File: src/rtl/ifetch_queue.sv
// Instruction prefetch queue: streams bytes into a small FIFO and presents whole
// 6502 instructions to decode. Optional stall counter under IFETCH_PERF_CNT_EN.
module ifetch_queue #(
  parameter int          DEPTH    = 4,
  parameter logic [15:0] RESET_PC = 16'h0000
) (
  input  logic        clk,
  input  logic        rst_n,
  output logic [15:0] mem_addr,
  output logic        mem_rd_en,
  input  logic        mem_grant,
  input  logic [7:0]  mem_data,
  input  logic        redirect,
  input  logic [15:0] redirect_pc,
  output logic        dec_valid,
  input  logic        dec_ready,
  output logic [7:0]  dec_opcode,
  output logic [15:0] dec_operand,
  output logic [1:0]  dec_len,
  output logic [15:0] dec_pc
`ifdef IFETCH_PERF_CNT_EN
  ,
  output logic [15:0] stall_cnt
`endif
);

  localparam int AW = $clog2(DEPTH);
  localparam int CW = AW + 1;

  logic [7:0]    fifo [DEPTH];
  logic [AW-1:0] rd_ptr, wr_ptr;
  logic [CW-1:0] count;
  logic          inflight;
  logic [15:0]   fetch_pc, head_pc;
  logic [7:0]    byte1, byte2;
  logic          capture, handshake;

  function automatic logic [1:0] op_len(input logic [7:0] op);
    logic [2:0] b;
    b = op[4:2];
    op_len = 2'd1;
    case (op[1:0])
      2'b01: op_len = (b == 3'd3 || b == 3'd6 || b == 3'd7) ? 2'd3 : 2'd2;
      2'b10: begin
        if (b == 3'd3 || b == 3'd7) op_len = 2'd3;
        else if (b == 3'd0 || b == 3'd1 || b == 3'd5) op_len = 2'd2;
      end
      2'b00: begin
        // bbb=000 mixes JSR (3), BRK/RTI/RTS (1) and immediates (2)
        if (b == 3'd0) begin
          if (op == 8'h20) op_len = 2'd3;
          else if (op == 8'h00 || op == 8'h40 || op == 8'h60) op_len = 2'd1;
          else op_len = 2'd2;
        end else if (b == 3'd3 || b == 3'd7) op_len = 2'd3;
        else if (b == 3'd1 || b == 3'd4 || b == 3'd5) op_len = 2'd2;
      end
      default: op_len = 2'd1;
    endcase
  endfunction

  assign dec_opcode  = fifo[rd_ptr];
  assign byte1       = fifo[rd_ptr + AW'(1)];
  assign byte2       = fifo[rd_ptr + AW'(2)];
  assign dec_len     = op_len(dec_opcode);
  assign dec_operand = {(dec_len == 2'd3) ? byte2 : 8'h00,
                        (dec_len >= 2'd2) ? byte1 : 8'h00};
  assign dec_pc      = head_pc;
  assign dec_valid   = (count >= CW'(dec_len)) & ~redirect;

  assign mem_addr  = fetch_pc;
  assign mem_rd_en = rst_n & mem_grant & ~redirect & ((count + CW'(inflight)) < CW'(DEPTH));

  // A returning byte is dropped if a redirect lands on its return cycle
  assign capture   = inflight & ~redirect;
  assign handshake = dec_valid & dec_ready;

  always_ff @(posedge clk or negedge rst_n) begin
    if (!rst_n) begin
      rd_ptr   <= '0;
      wr_ptr   <= '0;
      count    <= '0;
      inflight <= 1'b0;
      fetch_pc <= RESET_PC;
      head_pc  <= RESET_PC;
    end else if (redirect) begin
      rd_ptr   <= '0;
      wr_ptr   <= '0;
      count    <= '0;
      inflight <= 1'b0;
      fetch_pc <= redirect_pc;
      head_pc  <= redirect_pc;
    end else begin
      inflight <= mem_rd_en;
      if (mem_rd_en) fetch_pc <= fetch_pc + 16'd1;
      if (capture) wr_ptr <= wr_ptr + AW'(1);
      if (handshake) begin
        rd_ptr  <= rd_ptr + AW'(dec_len);
        head_pc <= head_pc + 16'(dec_len);
      end
      count <= count + CW'(capture) - (handshake ? CW'(dec_len) : CW'(0));
    end
  end

  always_ff @(posedge clk) begin
    if (capture) fifo[wr_ptr] <= mem_data;
  end

`ifdef IFETCH_PERF_CNT_EN
  always_ff @(posedge clk or negedge rst_n) begin
    if (!rst_n) stall_cnt <= '0;
    else if (dec_ready && !dec_valid && stall_cnt != 16'hFFFF) stall_cnt <= stall_cnt + 16'd1;
  end
`endif

endmodule

File: config.mk
export PLATFORM = sky130hd
export DESIGN_NAME = ifetch_queue
export DESIGN_NICKNAME = d
export VERILOG_FILES = /design/src/rtl/ifetch_queue.sv
export SDC_FILE = /design/constraint.sdc
export NUM_CORES = 1
export LEC_CHECK = 0
export CORE_ASPECT_RATIO = 2
export CORE_UTILIZATION = 30
export DETAILED_ROUTE_END_ITERATION = 7
export GPL_ROUTABILITY_DRIVEN = 0
export SYNTH_ARGS = -nofsm -noshare
export SYNTH_HDL_FRONTEND = slang
export SYNTH_SLANG_ARGS = --single-unit
File: constraint.sdc
create_clock -name clk -period 5.5 [get_ports clk]
set_input_delay 0.825 -clock clk [delete_from_list [all_inputs] [get_ports clk]]
set_output_delay 0.825 -clock clk [all_outputs]
set_load 0.1 [all_outputs]
# --- Word-level counts from Yosys, hierarchy flattened ---
# Memory sizes are Yosys's and may differ from the RTL's.
# Cells that the tools add are included.
op_classes:
  div_mod_pow: 0
  reduce_logical: 15
  n_addsub: 9
  eq_ne: 12
  n_mux: 24
  shift: 0
  n_mul: 0
  n_bitwise: 7
  n_lt_le_gt_ge: 3
ops:
  columns: ["operator", "count"]
  rows:
  - ["16-bit 2-to-1 mux", 4]
  - ["2-bit 2-to-1 mux", 12]
  - ["16-bit by 1-bit adder with 16-bit output (second input constant)", 1]
  - ["16-bit by 2-bit adder with 16-bit output", 1]
  - ["8-bit by 7-bit == test with 1-bit output (second input constant)", 2]
  - ["8-bit 2-to-1 mux", 2]
  - ["3-bit == test (second input constant)", 4]
  - ["1-bit logical OR", 9]
  - ["8-bit by 6-bit == test with 1-bit output (second input constant)", 1]
  - ["8-bit zero test", 1]
  - ["3-bit by 1-bit adder with 3-bit output", 2]
  - ["1-bit AND", 6]
  - ["2-bit one-hot mux with 3 select lines", 1]
  - ["2-bit nonzero test", 3]
  - ["2-bit by 1-bit adder with 2-bit output (second input constant)", 2]
  - ["2-bit == test (second input constant)", 2]
  - ["1-bit 2-to-1 mux", 4]
  - ["3-bit by 1-bit == test with 1-bit output (second input constant)", 1]
  - ["3-bit by 2-bit == test with 1-bit output (second input constant)", 1]
  - ["3-bit by 2-bit greater-or-equal comparator with 1-bit output", 1]
  - ["3-bit zero test", 1]
  - ["3-bit < comparator (second input constant)", 1]
  - ["3-bit 2-to-1 mux", 1]
  - ["3-bit by 2-bit subtractor with 3-bit output", 1]
  - ["6 further kinds", 6]
word_totals:
  elab_cells: 77
  ff_bits: 40
  output_inout_bits: 60
  romBits: 0
  inputBits: 29
  n_memories: 1
  latch_bits: 0
  mem_bits_rw: 32
mem_list:
  columns: ["name", "depth", "width", "read_ports", "rd_ports_with_merged_regs", "write_ports", "line_no", "rtl"]
  rows:
  - ["fifo", 4, 8, 3, 0, 1, "30", "logic [7:0] fifo [DEPTH];"]

# --- Depth between registers and ports, before layout ---
# Gate-level depths: netlist of the first run.
# An unclocked memory read counts as a cell.
logic_depth:
  ltp_word: 14
  depth_mapped: 19
  mapped_depth_nobuf: 16

# --- Worst setup path before layout of the first run ---
# Ideal clock, no wire load.
synth_timing:
  path_kind: "flip-flop to output port"
  startpoint: "register rd_ptr[0]"
  endpoint: "output dec_valid"
  stages_incl_launch_ff: 10
  n_path_buf: 1
  t_arrival_ns: 4.893
  path_slack_ns: -0.218
  t_required_ns: 4.675
  cell_sequence: "dfrtp_1 > buf_6 > mux4_2 > nor2b_1 > o21ai_1 > nand3_1 > ha_1 > nand2b_1 > a211oi_1 > nor2_1"
synth_between:
  elab_chain_cells: 10
  word_cells_on_any_way: 35
  cone_classes: "order compare: 1; eq/ne: 11; mux: 9; bitwise: 1; reduce/logical: 12; memory: 1"
synth_rtl:
  columns: ["item", "line_no", "rtl"]
  rows:
  - ["from (decl)", "31", "logic [AW-1:0] rd_ptr, wr_ptr;"]
  - ["from (signal assigned)", "97", "rd_ptr <= rd_ptr + AW'(dec_len);"]
  - ["memory read 4 x 8 bit (*)", null, null]
  - ["via dec_opcode[4]", "17", "output logic [7:0] dec_opcode,"]
  - ["8-bit by 7-bit == test with 1-bit output, or another cell as far along", "52", "else if (op == 8'h00 || op == 8'h40 || op == 8'h60) op_len = 2'd1;"]
  - ["1-bit logical OR (on tied branches) (2 in a row)", "52, 55", null]
  - ["2-bit 2-to-1 mux (on tied branches)", "52, 55", null]
  - ["2-bit 2-to-1 mux (on tied branches)", "51, 54", null]
  - ["2-bit 2-to-1 mux", "50", "if (b == 3'd0) begin"]
  - ["2-bit one-hot mux with 3 select lines (*)", "42", "case (op[1:0])"]
  - ["via dec_len[0]", "19", "output logic [1:0] dec_len,"]
  - ["3-bit by 2-bit greater-or-equal comparator with 1-bit output (*)", "68", "assign dec_valid = (count >= CW'(dec_len)) & ~redirect;"]
  - ["1-bit AND (*)", "68", null]
  - ["to (decl)", "15", "output logic dec_valid,"]
# The timed path passes the listed nets; every way through them passes the cells marked *.

# --- Worst setup path after layout of the first run ---
layout_timing:
  startpoint: "register rd_ptr[0]"
  endpoint: "register count[2]"
layout_between:
  elab_chain_cells: 14
  word_cells_on_any_way: 39
  cone_classes: "add/sub: 1; order compare: 1; eq/ne: 11; mux: 11; bitwise: 2; reduce/logical: 12; memory: 1"
layout_rtl:
  columns: ["item", "line_no", "rtl"]
  rows:
  - ["memory read 4 x 8 bit (*)", null, null]
  - ["8-bit by 7-bit == test with 1-bit output, or another cell as far along", "52", null]
  - ["1-bit logical OR (on tied branches) (2 in a row)", "52, 55", null]
  - ["2-bit 2-to-1 mux (on tied branches)", "52, 55", null]
  - ["2-bit 2-to-1 mux (on tied branches)", "51, 54", null]
  - ["2-bit 2-to-1 mux", "50", null]
  - ["2-bit one-hot mux with 3 select lines (*)", "42", null]
  - ["3-bit by 2-bit greater-or-equal comparator with 1-bit output", "68", null]
  - ["1-bit AND", "68", null]
  - ["1-bit AND", "75", "assign handshake = dec_valid & dec_ready;"]
  - ["2-bit 2-to-1 mux (*)", "100", "count <= count + CW'(capture) - (handshake ? CW'(dec_len) : CW'(0));"]
  - ["3-bit by 2-bit subtractor with 3-bit output (*)", "100", null]
  - ["3-bit 2-to-1 mux (*)", "85", "end else if (redirect) begin"]
  - ["to (signal assigned)", "100", null]
  - ["to (decl)", "32", "logic [CW-1:0] count;"]
# Mark *: on every way between the ends. The rest lies on a longest branch, timed or not.
# A chain may end at the register's enable or synchronous reset.

==> results of run 1 <==
==> metal layers <==
metal  up-vias  track usage  wire length [um]
li1       1528            -                 -
met3        27       0.0301               601
met4         0       0.0884               463
met1      1648        0.170              4090
met2       134        0.333              6650
met5         -            0                 0
==> per-stage QoR <==
| step | setup slack (ns) | hold WS [ns] |
|---|---|---|
| after floorplan | 0.410 | 0.529 |
| after global placement | 1.13 | 0.510 |
| after detailed placement | 0.958 | 0.518 |
| after CTS | 0.942 | 0.532 |
| after global routing | 0.583 | 0.561 |
| final | 0.946 | 0.536 |
==> sequential cells by signal (all words and copies together), names as in the netlist <==
register,flops
fifo,32
wr_ptr,2
dec_pc,16
rd_ptr,2
mem_addr,16
count,3
inflight,1
==> how the worst max path moves through the flow <==
stage | startpoint | to | slack [ns] | depth (start not counted)
detailed placement | rd_ptr[0] | count[2] | 0.96 | 14
CTS | rd_ptr[0] | count[2] | 0.94 | 14
finish | rd_ptr[0] | count[2] | 0.95 | 14
floorplan | rd_ptr[0] | count[2] | 0.41 | 18
global route | rd_ptr[0] | count[2] | 0.58 | 14
global placement | rd_ptr[0] | count[2] | 1.13 | 14
==> kinds of logic after synthesis <==
group           Yosys count
compound gates           72
xor+xnor                 10
fa+ha+maj                15
buf+inv                  35
flops                    72
mux                      26
simple gates            121
==> cell type report <==
class                           count  area, um2
Timing Repair Buffer               98        926
Tap cell                          155        194
Inverter                           18       67.6
Fill cell                        1289       7990
Clock inverter                      7       60.1
Clock buffer                        9        225
Multi-Input combinational cell    244       2020
Sequential cell                    72       1960
==> power by group through the flow <==
stage / registers (mW) / clock network [mW] / logic [mW]
floorplan: 0.944 / 0 / 1.12
global placement: 0.711 / 0 / 1.75
detailed placement: 0.713 / 0 / 1.77
CTS: 0.703 / 0.568 / 1.77
global route: 0.712 / 0.588 / 1.85
finish: 0.702 / 0.557 / 1.77
==> synthesized netlist by cell type (2+ instances only) <==
cell and number:
a21oi_1 3, a221o_1 4, nand2_1 36, o211a_1 3, and3_1 13, edfxtp_1 32
a21o_1 5, xor2_1 5, inv_1 18, fa_1 2, nand2b_1 3, o21ai_0 23
nand4_1 7, buf_2 2, a31oi_1 3, o211ai_1 3, nor2_1 15, mux2i_1 2
nor4_1 2, nor2b_1 12, a311o_1 2, dfrtp_1 40, ha_1 13, o311ai_0 16
mux4_2 24, buf_6 2, clkbuf_1 12, nand3_1 14, and2_1 8, nor3_1 5
xnor2_1 5
==> worst register-to-register path, delay by kind of cell, from the launching register on <==
family,cells,cell delay (ns)
multiplexers,1,0.57
AND/OR/NAND/NOR,5,1.25
buffers and inverters,2,0.35
adder cells (fa/ha/maj),3,1.06
AO/OA/AOI/OAI,2,0.41
XOR/XNOR,1,0.16
flip-flops,1,0.64
==> flow_metrics.tcl, run 1 <==
set metrics [dict create \
    setup_viol_count_final 0 \
    worstHoldPathType "flip-flop to flip-flop" \
    synth_compound_area_frac 0.128 \
    report.final.slew_viol_count 0 \
    final_util 0.406 \
    worst-setup-path-type "flip-flop to flip-flop" \
    path_cells "buf_4 > mux4_2 > o21ai_1 > nand3_2 > ha_1 > nand2b_1 > a211oi_1 > nor3_1 > nand2_1 > ha_1 > inv_1 > fa_1 > xnor2_1 > nor2_1" \
    routed_wl_mm 11.8 \
    fin_nets 487 \
    rr_worst_depth 14 \
    synthFlopType "dfrtp_1" \
    cts_tree "yes" \
    combPwrFrac 0.584 \
    syn-num-nets 395 \
    ant_nets 0 \
    startpoint_type "flip-flop" \
    rrSetupSlack_ns 0.95 \
    die_y_um 168 \
    clockPowerShare 0.184 \
    p_int_mw 1.41 \
    cpPeakStageDelay_ns 0.73 \
    wl_per_cell_um 19.6 \
    antenna_found_initial 0 \
    outcome "finished, violations left" \
    core_um2 13400 \
    switching_share 0.535 \
    yosysTopAreaCell "dfrtp_1" \
    hold_buffers 0 \
    cts_made_buffers 9 \
    num_antenna_cells 0 \
    skew_ns 0.00586 \
    synthSimpleGateAreaFrac 0.153 \
    cts_setup_buffers 0 \
    via_count 3337 \
    worstPathMaxFanout 10 \
    dp.cells 587 \
    num_io_pins 89 \
    synth-async-reset-ratio 0.556 \
    final_common_cell "clkdlybuf4s50_1" \
    r2r_end "count[2]" \
    fmax_mhz 220 \
    cp_slowest_cell "nor3_1" \
    syn-instance-count 351 \
    max-vdd-ir-drop_mv 0.210 \
    worst-path-buf-inv 2 \
    drive_gt1_frac 0.172 \
    yosys_warnings 0 \
    die_x_um 84.9 \
    seq_power_share 0.232 \
    power_density_nw_per_um2 555 \
    insertion_delay_ns 0.34 \
    synth-xor-area-share 0.0213 \
    final_cells 603 \
    hold_end "dec_pc[0]" \
    slew-limit-headroom 0.310 \
    netlist.area_leader.share 0.243 \
    cts.sinks 72 \
    power.leakage_nw 2.10 \
    dp_hpwl_mm 9.31 \
    vias_per_cell 5.53 \
    ys_ff_latch 72 \
    design_area_um2 5450 \
    ys_types 48 \
    grt_max_degree 42 \
    crit_family "simple AND/OR/NAND/NOR gates" \
    min-delay-start "dec_pc[0]" \
    postPlaceCellArea_um2 5170 \
    synth.top_cells.by_area "dfrtp_1, edfxtp_1, mux4_2" \
    final_cell_mix "clkdlybuf4s50_1, dfrtp_1, nand2_1" \
    timing.max_cap.violations 0 \
    route.detailed.drc 11 \
    worst_slew_pin_slew_ns 1.03 \
    start_util 0.307 \
    synth_edf_count 32 \
    total_power_mw 3.02 \
    die_area_um2 14200 \
    arrival_ns 4.78 \
    rsz0062_at_grt "false" \
    synth_top_family_by_area "simple AND/OR/NAND/NOR gates" \
    netlist_area_um2 4120 \
    grt.overflow.total 0 \
    placement.io_buffers 88 \
    switchingPower_mw 1.62 \
    num_rows 60 \
    globalRouteTotalUtil 0.172 \
    first_pass_iters 7 \
    drtIter0Drc 229 \
    grt_pass1_wl_mm 18.3 \
    whs_path_depth 2 \
    seq_area_frac_synth 0.476 \
    violations "design-rule violations" \
    period_minus_slack_ns 4.55 \
    root_buffer "clkbuf_16" \
    clockBufferDepth 2 \
    fin_crit_sh 0.828 \
    r2r-start "rd_ptr[0]" \
    synth_fa_ha_area_frac 0.0492 \
    syn_area_per_cell_um2 11.7 \
    path_common_cell "ha_1" \
    setup_tns_ns 0 \
    hold_viol 0 \
    path_clk_slew_ns 0.06 \
    crit_required_ns 5.72 \
    cts_resized 0 \
    end_kind "flip-flop" \
    syn_to_final_growth_pct 32.3 \
    htree_levels 3 \
    synthMuxAreaShare 0.136 \
    grt_pass1_vias 3457 \
]
Power figures use the tool's default switching activity.
==> run 2: changes to the inputs <==
Clock period 5.5 ns to 3.8 ns, I/O delays scaled along.
==> run 2 against run 1 <==
The flow still finishes with violations (design-rule violations). Worst setup slack got worse by 0.91 ns. Global-route usage rose by 0.94 points. Clock skew barely moved. Worst hold slack got worse by 0.19 ns. Critical path depth rose by 1. Die area did not move. Cell count rose by 2.7%. Via count rose by 3.4%. Clock power rose by 66%. Sequential share of layout area fell by 3.3 points. Utilization rose by 4.1 points. Largest power group unchanged.
==> flow_metrics.tcl, run 2 (synthesis gave the netlist of run 1 again) <==
set metrics [dict create \
    worst-setup-path-type "flip-flop to flip-flop" \
    syn_to_final_growth_pct 45.7 \
    final_common_cell "clkdlybuf4s50_1" \
    grt.overflow.total 0 \
    p_int_mw 2.55 \
    die_area_um2 14200 \
    arrival_ns 3.99 \
    power_density_nw_per_um2 843 \
    startpoint_type "flip-flop" \
    hold_viol 0 \
    clockBufferDepth 2 \
    seq_power_share 0.200 \
    slew-limit-headroom 0.317 \
    cts.sinks 72 \
    cts_made_buffers 9 \
    path_common_cell "ha_1" \
    htree_levels 3 \
    placement.io_buffers 88 \
    drive_gt1_frac 0.280 \
    root_buffer "clkbuf_16" \
    end_kind "flip-flop" \
    setup_tns_ns 0 \
    wl_per_cell_um 20.1 \
    setup_viol_count_final 0 \
    drtIter0Drc 200 \
    crit_family "adder cells" \
    routed_wl_mm 12.4 \
    switchingPower_mw 2.51 \
    worst_slew_pin_slew_ns 1.02 \
    report.final.slew_viol_count 0 \
    cts_tree "yes" \
    crit_required_ns 4.02 \
    route.detailed.drc 10 \
    ant_nets 0 \
    core_um2 13400 \
    path_cells "buf_6 > mux4_2 > nor4_4 > a32oi_2 > nand2_2 > ha_1 > a211o_1 > nand3_2 > a31oi_2 > ha_1 > inv_1 > ha_1 > inv_1 > fa_2 > nor2_1" \
    cpPeakStageDelay_ns 0.59 \
    fin_nets 503 \
    num_io_pins 89 \
    fin_crit_sh 0.991 \
    globalRouteTotalUtil 0.182 \
    grt_pass1_vias 3526 \
    clockPowerShare 0.183 \
    insertion_delay_ns 0.34 \
    num_antenna_cells 0 \
    die_x_um 84.9 \
    violations "design-rule violations" \
    skew_ns 0.00546 \
    outcome "finished, violations left" \
    worstPathMaxFanout 8 \
    top_register "fifo" \
    cp_slowest_cell "mux4_2" \
    max-vdd-ir-drop_mv 0.274 \
    period_minus_slack_ns 3.77 \
    hold-worst-slack_ns 0.349 \
    path_clk_slew_ns 0.06 \
    via_count 3449 \
    start_util 0.307 \
    grt_pass1_wl_mm 19.2 \
    final_cell_mix "clkdlybuf4s50_1, dfrtp_1, nand2_1" \
    rsz0062_at_grt "true" \
    worst-path-buf-inv 3 \
    combPwrFrac 0.617 \
    first_pass_iters 6 \
    worstHoldPathType "input port to async pin" \
    antenna_found_initial 0 \
    die_y_um 168 \
    vias_per_cell 5.57 \
    fmax_mhz 265 \
    dp_hpwl_mm 9.82 \
    largest_register_ff_count 32 \
    timing.max_cap.violations 0 \
    power.leakage_nw 2.34 \
    grt_max_degree 41 \
    switching_share 0.496 \
    num_rows 60 \
]
==> run 2: cell types whose count changed in the layout (fill, tap and decap cells not counted), sizes merged <==
| cell | previous run | this run |
|---|---|---|
| clkinv | 0 | 2 |
| inv | 22 | 20 |
| buf | 31 | 55 |
| clkdlybuf4s50 | 67 | 59 |
| clkinvlp | 3 | 1 |
| bufinv | 0 | 2 |
==> run 2: routing by layer <==
| metal | vias up | part of all wire | global-route usage |
|---|---|---|---|
| met5 | - | 0 | 0 |
| met4 | 0 | 0.038 | 0.0825 |
| met3 | 23 | 0.046 | 0.0286 |
| met2 | 124 | 0.58 | 0.358 |
| met1 | 1735 | 0.33 | 0.180 |
| li1 | 1567 | - | - |
==> run 2: what timing repair did <==
item / 4_1_cts / 5_1_grt
setup buffers: 2 / 7
gates resized for setup: 2 / 13
endpoints found under the setup margin: 4 / 9
hold buffers: 0 / 0
pin swaps: 0 / 3
==> run 2: metrics by stage <==
stage	total power, mW	area, um2	setup slack [ns]	instances	utilization
final	5.06	6000	0.0328	619	0.447
after global routing	5.24	6000	-0.0828	619	0.447
after CTS	5.00	5900	0.00845	612	0.439
after detailed placement	4.04	5540	-0.0428	594	0.412
after global placement	4.01	5540	0.0704	594	0.412
after floorplan	3.11	4260	-0.563	351	-
==> run 2: cell type report <==
cell class                      count  area (um2)
Tap cell                          155         194
Multi-Input combinational cell    244        2190
Clock inverter                      7         103
Inverter                           18        71.3
Fill cell                        1239        7430
Sequential cell                    72        1960
Clock buffer                        9         225
Timing Repair Buffer              114        1260
==> run 2: worst paths after layout <==
check                      startpoint     endpoint  slack [ns]  cells past startpoint
min                             rst_n  mem_addr[5]        0.35                      2
min reg2reg                dec_pc[15]   dec_pc[15]        0.53                      1
max in group asynchronous       rst_n    rd_ptr[1]        3.05                      2
max reg2reg                 rd_ptr[0]     count[1]        0.03                     15
min in group clk           dec_pc[15]   dec_pc[15]        0.53                      1
max                         rd_ptr[0]     count[1]        0.03                     15
==> run 2: power groups by stage <==
stage | registers (mW) | logic [mW] | clock network (mW)
2_1_floorplan | 1.37 | 1.74 | 0
3_3_place_gp | 1.02 | 2.98 | 0
3_5_place_dp | 1.02 | 3.01 | 0
4_1_cts | 1.01 | 3.05 | 0.935
5_1_grt | 1.02 | 3.25 | 0.965
6_report | 1.01 | 3.12 | 0.927
==> run 3: changes to the inputs <==
--- a/constraint.sdc
+++ b/constraint.sdc
@@ -3,2 +3,2 @@
 set_output_delay 0.57 -clock clk [all_outputs]
-set_load 0.1 [all_outputs]
+set_load 0.005 [all_outputs]
==> run 3 against run 2 <==
The run still ends with design-rule violations left. Flip-flop and latch count unchanged. Critical path depth increased by 1. Largest power group unchanged. Sequential share of layout area increased by 0.96 points. Global-route usage about the same. Clock skew increased by 0.0019 ns. Worst hold slack got worse by 0.011 ns. Maximum frequency increased by 1.6%.
==> flow_metrics.tcl, run 3 (synthesis gave the netlist of run 1 again) <==
set metrics [dict create \
    die_y_um 168 \
    arrival_ns 3.91 \
    crit_required_ns 4.01 \
    power.leakage_nw 2.24 \
    route.detailed.drc 12 \
    power_density_nw_per_um2 597 \
    top_register "fifo" \
    path_common_cell "ha_1" \
    largest_register_ff_count 32 \
    worstHoldPathType "input port to async pin" \
    hold_buffers 0 \
    ant_nets 0 \
    place_ws_ns 0.0137 \
    violations "design-rule violations" \
    die_area_um2 14200 \
    first_pass_iters 6 \
    timing.max_cap.violations 0 \
    vias_per_cell 5.45 \
    clockBufferDepth 2 \
    worst_slew_pin_slew_ns 0.554 \
    fin_crit_sh 0.976 \
    crit_family "adder cells" \
    end_kind "flip-flop" \
    via_count 3402 \
    grt_busiest_layer "met2" \
    met1_usage 0.175 \
    cp_slowest_cell "mux4_2" \
    outcome "finished, violations left" \
    cts_tree "yes" \
    cts.sinks 72 \
    antenna_found_initial 0 \
    fmax_mhz 270 \
    globalRouteTotalUtil 0.182 \
    final_common_cell "clkdlybuf4s50_1" \
    final_cell_mix "clkdlybuf4s50_1, dfrtp_1, nand2_1" \
    placement.io_buffers 88 \
    start_util 0.307 \
    slew-limit-headroom 0.628 \
    period_minus_slack_ns 3.71 \
    grt_pass1_wl_mm 19.2 \
    grt_max_degree 41 \
    cpPeakStageDelay_ns 0.58 \
    use_met2 0.362 \
    insertion_delay_ns 0.34 \
    n_fill_cell 1244 \
    setup_tns_ns 0 \
    num_antenna_cells 0 \
    grt_pass1_vias 3659 \
    startpoint_type "flip-flop" \
    path_clk_slew_ns 0.06 \
    drive_gt1_frac 0.196 \
    cts_made_buffers 9 \
    grt_util_met3 0.0237 \
    syn_to_final_growth_pct 41.4 \
    die_x_um 84.9 \
    report.final.slew_viol_count 0 \
    routed_wl_mm 12.6 \
    finalWorstSetupSlack_ns 0.0925 \
    grt.overflow.total 0 \
    skew_ns 0.00731 \
    drtIter0Drc 197 \
    wl_per_cell_um 20.1 \
    path_cells "buf_12 > mux4_2 > nor4_4 > o21ai_2 > nand3_2 > ha_1 > nand2b_4 > a211o_1 > nand3_2 > a31oi_1 > ha_1 > inv_1 > ha_1 > inv_1 > fa_2 > nor2_1" \
    num_rows 60 \
    total_power_mw 3.48 \
    htree_levels 3 \
    max-vdd-ir-drop_mv 0.250 \
    worstPathMaxFanout 6 \
    worst-setup-path-type "flip-flop to flip-flop" \
    hold_viol 0 \
    fin_nets 508 \
    dp_hpwl_mm 9.58 \
    worst-path-buf-inv 3 \
    num_io_pins 89 \
    root_buffer "clkbuf_16" \
    setup_viol_count_final 0 \
    core_um2 13400 \
]
==> run 3: routing by layer <==
layer | part of all wire | vias to the layer above
met5 | 0 | -
met4 | 0.036 | 0
met3 | 0.034 | 26
met2 | 0.59 | 106
met1 | 0.34 | 1696
li1 | - | 1574
==> run 3: worst paths after layout <==
| path | from | to | slack (ns) | cells after the start |
|---|---|---|---|---|
| min reg2reg | dec_pc[14] | dec_pc[14] | 0.56 | 1 |
| max in group asynchronous | rst_n | dec_pc[5] | 3.09 | 2 |
| min in group clk | dec_pc[14] | dec_pc[14] | 0.56 | 1 |
| max | rd_ptr[0] | count[1] | 0.09 | 16 |
| min | rst_n | wr_ptr[1] | 0.34 | 2 |
| max reg2reg | rd_ptr[0] | count[1] | 0.09 | 16 |
==> run 3: repair_timing <==
action	4_1_cts	5_1_grt
pin swaps	2	6
cloned	1	0
resized for setup	4	10
endpoints found under the setup margin	2	16
buffers inserted	8	6
==> run 3: cell type report <==
type	instances	area (um2)	share of cell area
Tap cell	155	194	0.0333
Clock buffer	9	225	0.0386
Sequential cell	72	1960	0.337
Inverter	18	67.6	0.0116
Timing Repair Buffer	119	1160	0.199
Multi-Input combinational cell	244	2120	0.363
Clock inverter	7	103	0.0176
==> run 3: per-stage QoR <==
| stage | area, um2 | instances | utilization | hold WS, ns |
|---|---|---|---|---|
| after floorplan | 4180 | 351 | - | 0.274 |
| after global placement | 5290 | 593 | 0.393 | 0.533 |
| after detailed placement | 5290 | 593 | 0.393 | 0.541 |
| after CTS | 5730 | 618 | 0.427 | 0.357 |
| after global routing | 5830 | 624 | 0.434 | 0.394 |
| final | 5830 | 624 | 0.434 | 0.338 |
==> run 3: report_power, final <==
group          leakage (nW)  internal [mW]  switching (mW)  total, mW
sequential            0.782          0.890           0.113       1.00
clock                 0.157          0.582           0.351      0.933
combinational          1.30          0.889           0.655       1.54
total                  2.24           2.36            1.12       3.48
==> RTL change 1, RTL diff (flow settings as in run 1) <==
Build with the macro `IFETCH_PERF_CNT_EN` defined.
--- a/src/rtl/ifetch_queue.sv
+++ b/src/rtl/ifetch_queue.sv
@@ -2,2 +2,4 @@
 // 6502 instructions to decode. Optional stall counter under IFETCH_PERF_CNT_EN.
+`define IFETCH_PERF_CNT_EN
+
 module ifetch_queue #(
Behaviour (old outputs only; new: stall_cnt): unchanged (Yosys induction, for registers that start in step).
==> RTL change 1 against run 1 <==
  * The run now ends clean
  * Setup slack worse by 0.17 ns
  * Die area is 17% higher
  * Clock power is 14% higher
  * Total power is 33% higher
  * Routed wire length is 8.1% higher
  * Sequential cell count is 16 higher
  * Final area is 17% higher
  * Area after synthesis is 17% higher
  * Critical endpoint is now count[1]$_DFF_PN0_
  * Largest cell class is now registers
  * Largest power group unchanged
==> RTL change 1: results (changes against run 1) <==
| Metric | Value |
|---|---|
| Run status | `finished clean` |
| Peak supply drop | `0.291 mV (+38%)` |
| Inserted Clock Buffers | `9 (unchanged)` |
| Synth Area in XOR/XNOR | `5.07% (+2.9 points)` |
| Vias in the first global route | `3907 (+13%)` |
| Post-Synth Adder-Cell Area | `4.45% (-0.47 points)` |
| Post-synthesis compound-gate area fraction | `8.79% (-4.0 points)` |
| ANT cells | `0 (unchanged)` |
| Synth area leaders | `dfrtp_1 29%, edfxtp_1 20%, mux4_2 11%, and3_1 3.8%, ha_1 3.6%` |
| CTS max path bufs | `2 (unchanged)` |
| Pre-CTS WS | `0.760 ns (-0.198 ns)` |
| Placed cell areas | `6090 µm² (+18%)` |
| Mapped Cells | `417 (+19%)` |
| Final worst setup slack | `0.773 ns (-0.174 ns)` |
| # H-tree levels | `3 (unchanged)` |
| Ratio of cells with drive above 1 in the final layout | `15.1% (-2.1 points)` |
| Post-synthesis net count | `462 (+17%)` |
| Worst reg-to-reg path cell count | `15 (+1)` |
| GRT Util Overall | `16.0% (-1.3 points)` |
| Netlist cell types | `45 (-6.3%)` |
| Fin nets | `569 (+17%)` |
| Leak pwr | `2.50 nW (+19%)` |
| DRT iter0 DRCs | `170 (-26%)` |
| Vias | `3801 (+14%)` |
| Leading cell types by count after synthesis | `56 x dfrtp_1, 38 x nand2_1, 32 x edfxtp_1` |
| WHS | `0.493 ns (-0.0430 ns)` |
| Post-DP HPWL | `9910 µm (+6.5%)` |
| DR pass1 iterations | `4 (-3)` |
| Port bufs | `104 (+18%)` |
| Fin cells | `730 (+21%)` |
| Clock skew | `0.00587 ns (+0.0000141 ns)` |
| # fillers | `1576 (+22%)` |
| First-pass GRT wire length | `20300 µm (+11%)` |
| Post-synthesis sequential area ratio | `48.8% (+1.2 points)` |
| Worst-Margin Slew | `1.01 ns (-0.0184 ns)` |
| Critical Path AT | `4.94 ns (+0.16 ns)` |
| DP Cell Count | `714 (+22%)` |
## RTL change 1: critical path, cell delays in order (launching register included)
cell,delay (ns)
dfrtp_1,0.34
buf_4,0.25
mux4_2,0.60
nor2b_1,0.16
o21ai_1,0.58
nand2_1,0.34
ha_1,0.40
a211o_1,0.33
and3_1,0.34
and2_1,0.22
ha_1,0.27
inv_1,0.06
ha_1,0.13
inv_1,0.05
fa_2,0.51
nor2_1,0.04
## RTL change 1: cells by family (layout without fill, tap and decap cells)
kind of cell | Yosys count | after routing
and+or+nand+nor | 157 | 157
DFF | 88 | 88
AOI/OAI and AO/OA | 64 | 64
buffers and inverters | 33 | 145
muxes | 31 | 31
xor gates and xnor gates | 28 | 28
adders and majority gates | 16 | 16
## RTL change 1: worst min path at each step
stage | startpoint | to | depth (start not counted)
after floorplan | rst_n | count[0]$_DFF_PN0_ | 0
after global placement | stall_cnt[6]$_DFFE_PN0P_ | stall_cnt[6]$_DFFE_PN0P_ | 1
after detailed placement | stall_cnt[6]$_DFFE_PN0P_ | stall_cnt[6]$_DFFE_PN0P_ | 1
after CTS | stall_cnt[6]$_DFFE_PN0P_ | stall_cnt[6]$_DFFE_PN0P_ | 1
after global routing | stall_cnt[15]$_DFFE_PN0P_ | stall_cnt[15]$_DFFE_PN0P_ | 1
final | stall_cnt[6]$_DFFE_PN0P_ | stall_cnt[6]$_DFFE_PN0P_ | 1
## RTL change 1: final cells by class
cell class	instances	area [µm²]	share of cell area [%]
sequential	88	2360	36.9
multi-input combinational	296	2350	36.7
timing repair buffer	113	1070	16.7
tap	201	251	3.93
clock buffer	10	229	3.58
clock inverter	6	83.8	1.31
inverter	16	60.1	0.938
## RTL change 1: metal layers
metal	share of wire [%]	track usage, %
met2	56	30.5
met5	0	0
met3	4.5	2.89
met4	2.8	7.88
met1	36	16.2
## RTL change 1: report_power, final
| group | internal [mW] | total [mW] | switching [mW] |
|---|---|---|---|
| sequential | 0.763 | 0.879 | 0.116 |
| combinational | 0.663 | 2.51 | 1.85 |
| clock | 0.395 | 0.637 | 0.242 |
| total | 1.82 | 4.03 | 2.21 |
==> RTL change 2, RTL diff (flow settings as in run 1) <==
Without the edit above. The parameter `DEPTH` goes from 4 to 8.
--- a/src/rtl/ifetch_queue.sv
+++ b/src/rtl/ifetch_queue.sv
@@ -3,3 +3,3 @@
 module ifetch_queue #(
-  parameter int          DEPTH    = 4,
+  parameter int          DEPTH    = 8,
   parameter logic [15:0] RESET_PC = 16'h0000
Behaviour: not the same (Yosys sat finds a counterexample within 10 cycles, from zero or initial values and one cycle with rst_n low).
==> RTL change 2 against run 1 <==
  * Fmax decreased by 11%
  * Clock power increased by 20%
  * Final cell count increased by 39%
  * Total power increased by 37%
  * Area after synthesis increased by 45%
  * Combinational power increased by 40%
  * Critical endpoint unchanged
  * Sequential cell count increased by 35
  * Setup slack got worse by 0.56 ns
  * Synthesized cell count increased by 40%
  * Routed wire length increased by 43%
  * Worst hold slack improved by 0.033 ns
  * Sequential share of layout area increased by 4.3 points
  * Final area increased by 37%
==> RTL change 2: results (changes against run 1) <==
| Metric | Value |
|---|---|
| Via/cell ratio | `5.29 (-4.4%)` |
| Final worst setup slack | `0.386 ns (-0.560 ns)` |
| # fillers | `1933 (+50%)` |
| Run status | `finished clean` |
| Clock buf/inv share | `4.05% (-1.2 points)` |
| Critical Path AT | `5.34 ns (+0.56 ns)` |
| Fin nets | `622 (+28%)` |
| Post-DP HPWL | `12400 µm (+34%)` |
| CP max stage cell | `dfrtp_2` |
| DP Cell Count | `823 (+40%)` |
| Multiplexer share of the synthesized area | `17.2% (+3.6 points)` |
| Post-synthesis compound-gate area fraction | `9.92% (-2.9 points)` |
| CTS clk-pin slew, worst paths | `0.08 ns (+0.02 ns)` |
| Ratio of cells with drive above 1 in the final layout | `16.2% (-0.98 points)` |
| Share of cell area taken by multi-input logic gates | `37.5% (+0.46 points)` |
| Clock latency on the worst-skew pair | `0.36 ns (+0.02 ns)` |
| Netlist cell types | `55 (+15%)` |
| CLK BUF | `10 (+1)` |
| Nonclk buf count | `99 (+1.0%)` |
| DRT iter0 DRCs | `279 (+22%)` |
| Leading cell types by count after synthesis | `64 x edfxtp_1, 54 x nand2_1, 43 x dfrtp_1` |
| Synth area leaders | `edfxtp_1 32%, dfrtp_1 18%, mux4_2 10%, nand2_1 3.4%, ha_1 3.1%` |
| Layout area overhead | `24.3%` |
| DR pass1 iterations | `5 (-2)` |
| First-pass GRT wire length | `26200 µm (+43%)` |
| Hold Crit Start | `mem_addr[13]$_DFFE_PN0P_` |
| GRT Util Overall | `17.3% (+0.13 points)` |
| Fraction of registers with async set/reset | `40.2% (-15 points)` |
| Vias | `4437 (+33%)` |
| Multi-In Gates | `332 (+36%)` |
## RTL change 2: where the power goes
part           internal, mW  switching [mW]
sequential            0.906          0.0911
clock                 0.359           0.307
combinational         0.702            1.78
## RTL change 2: path summary, 6_finish.rpt
kind | depth (start not counted) | to
setup / recovery | 17 | count[2]$_DFF_PN0_
hold / removal | 1 | mem_addr[13]$_DFFE_PN0P_
setup reg to reg | 17 | count[2]$_DFF_PN0_
hold reg to reg | 1 | mem_addr[13]$_DFFE_PN0P_
max in group asynchronous | 2 | rd_ptr[0]$_DFFE_PN0P_
min in group asynchronous | 2 | mem_addr[8]$_DFFE_PN0P_
## RTL change 2: routing by layer
metal  track usage (%)  vias up  share of wire, %
met2              32.2      170                56
met3              2.70       32               5.2
met1              18.2     2191                35
met5                 0        -                 0
met4              8.88        0               3.6
li1                  -     2044                 -
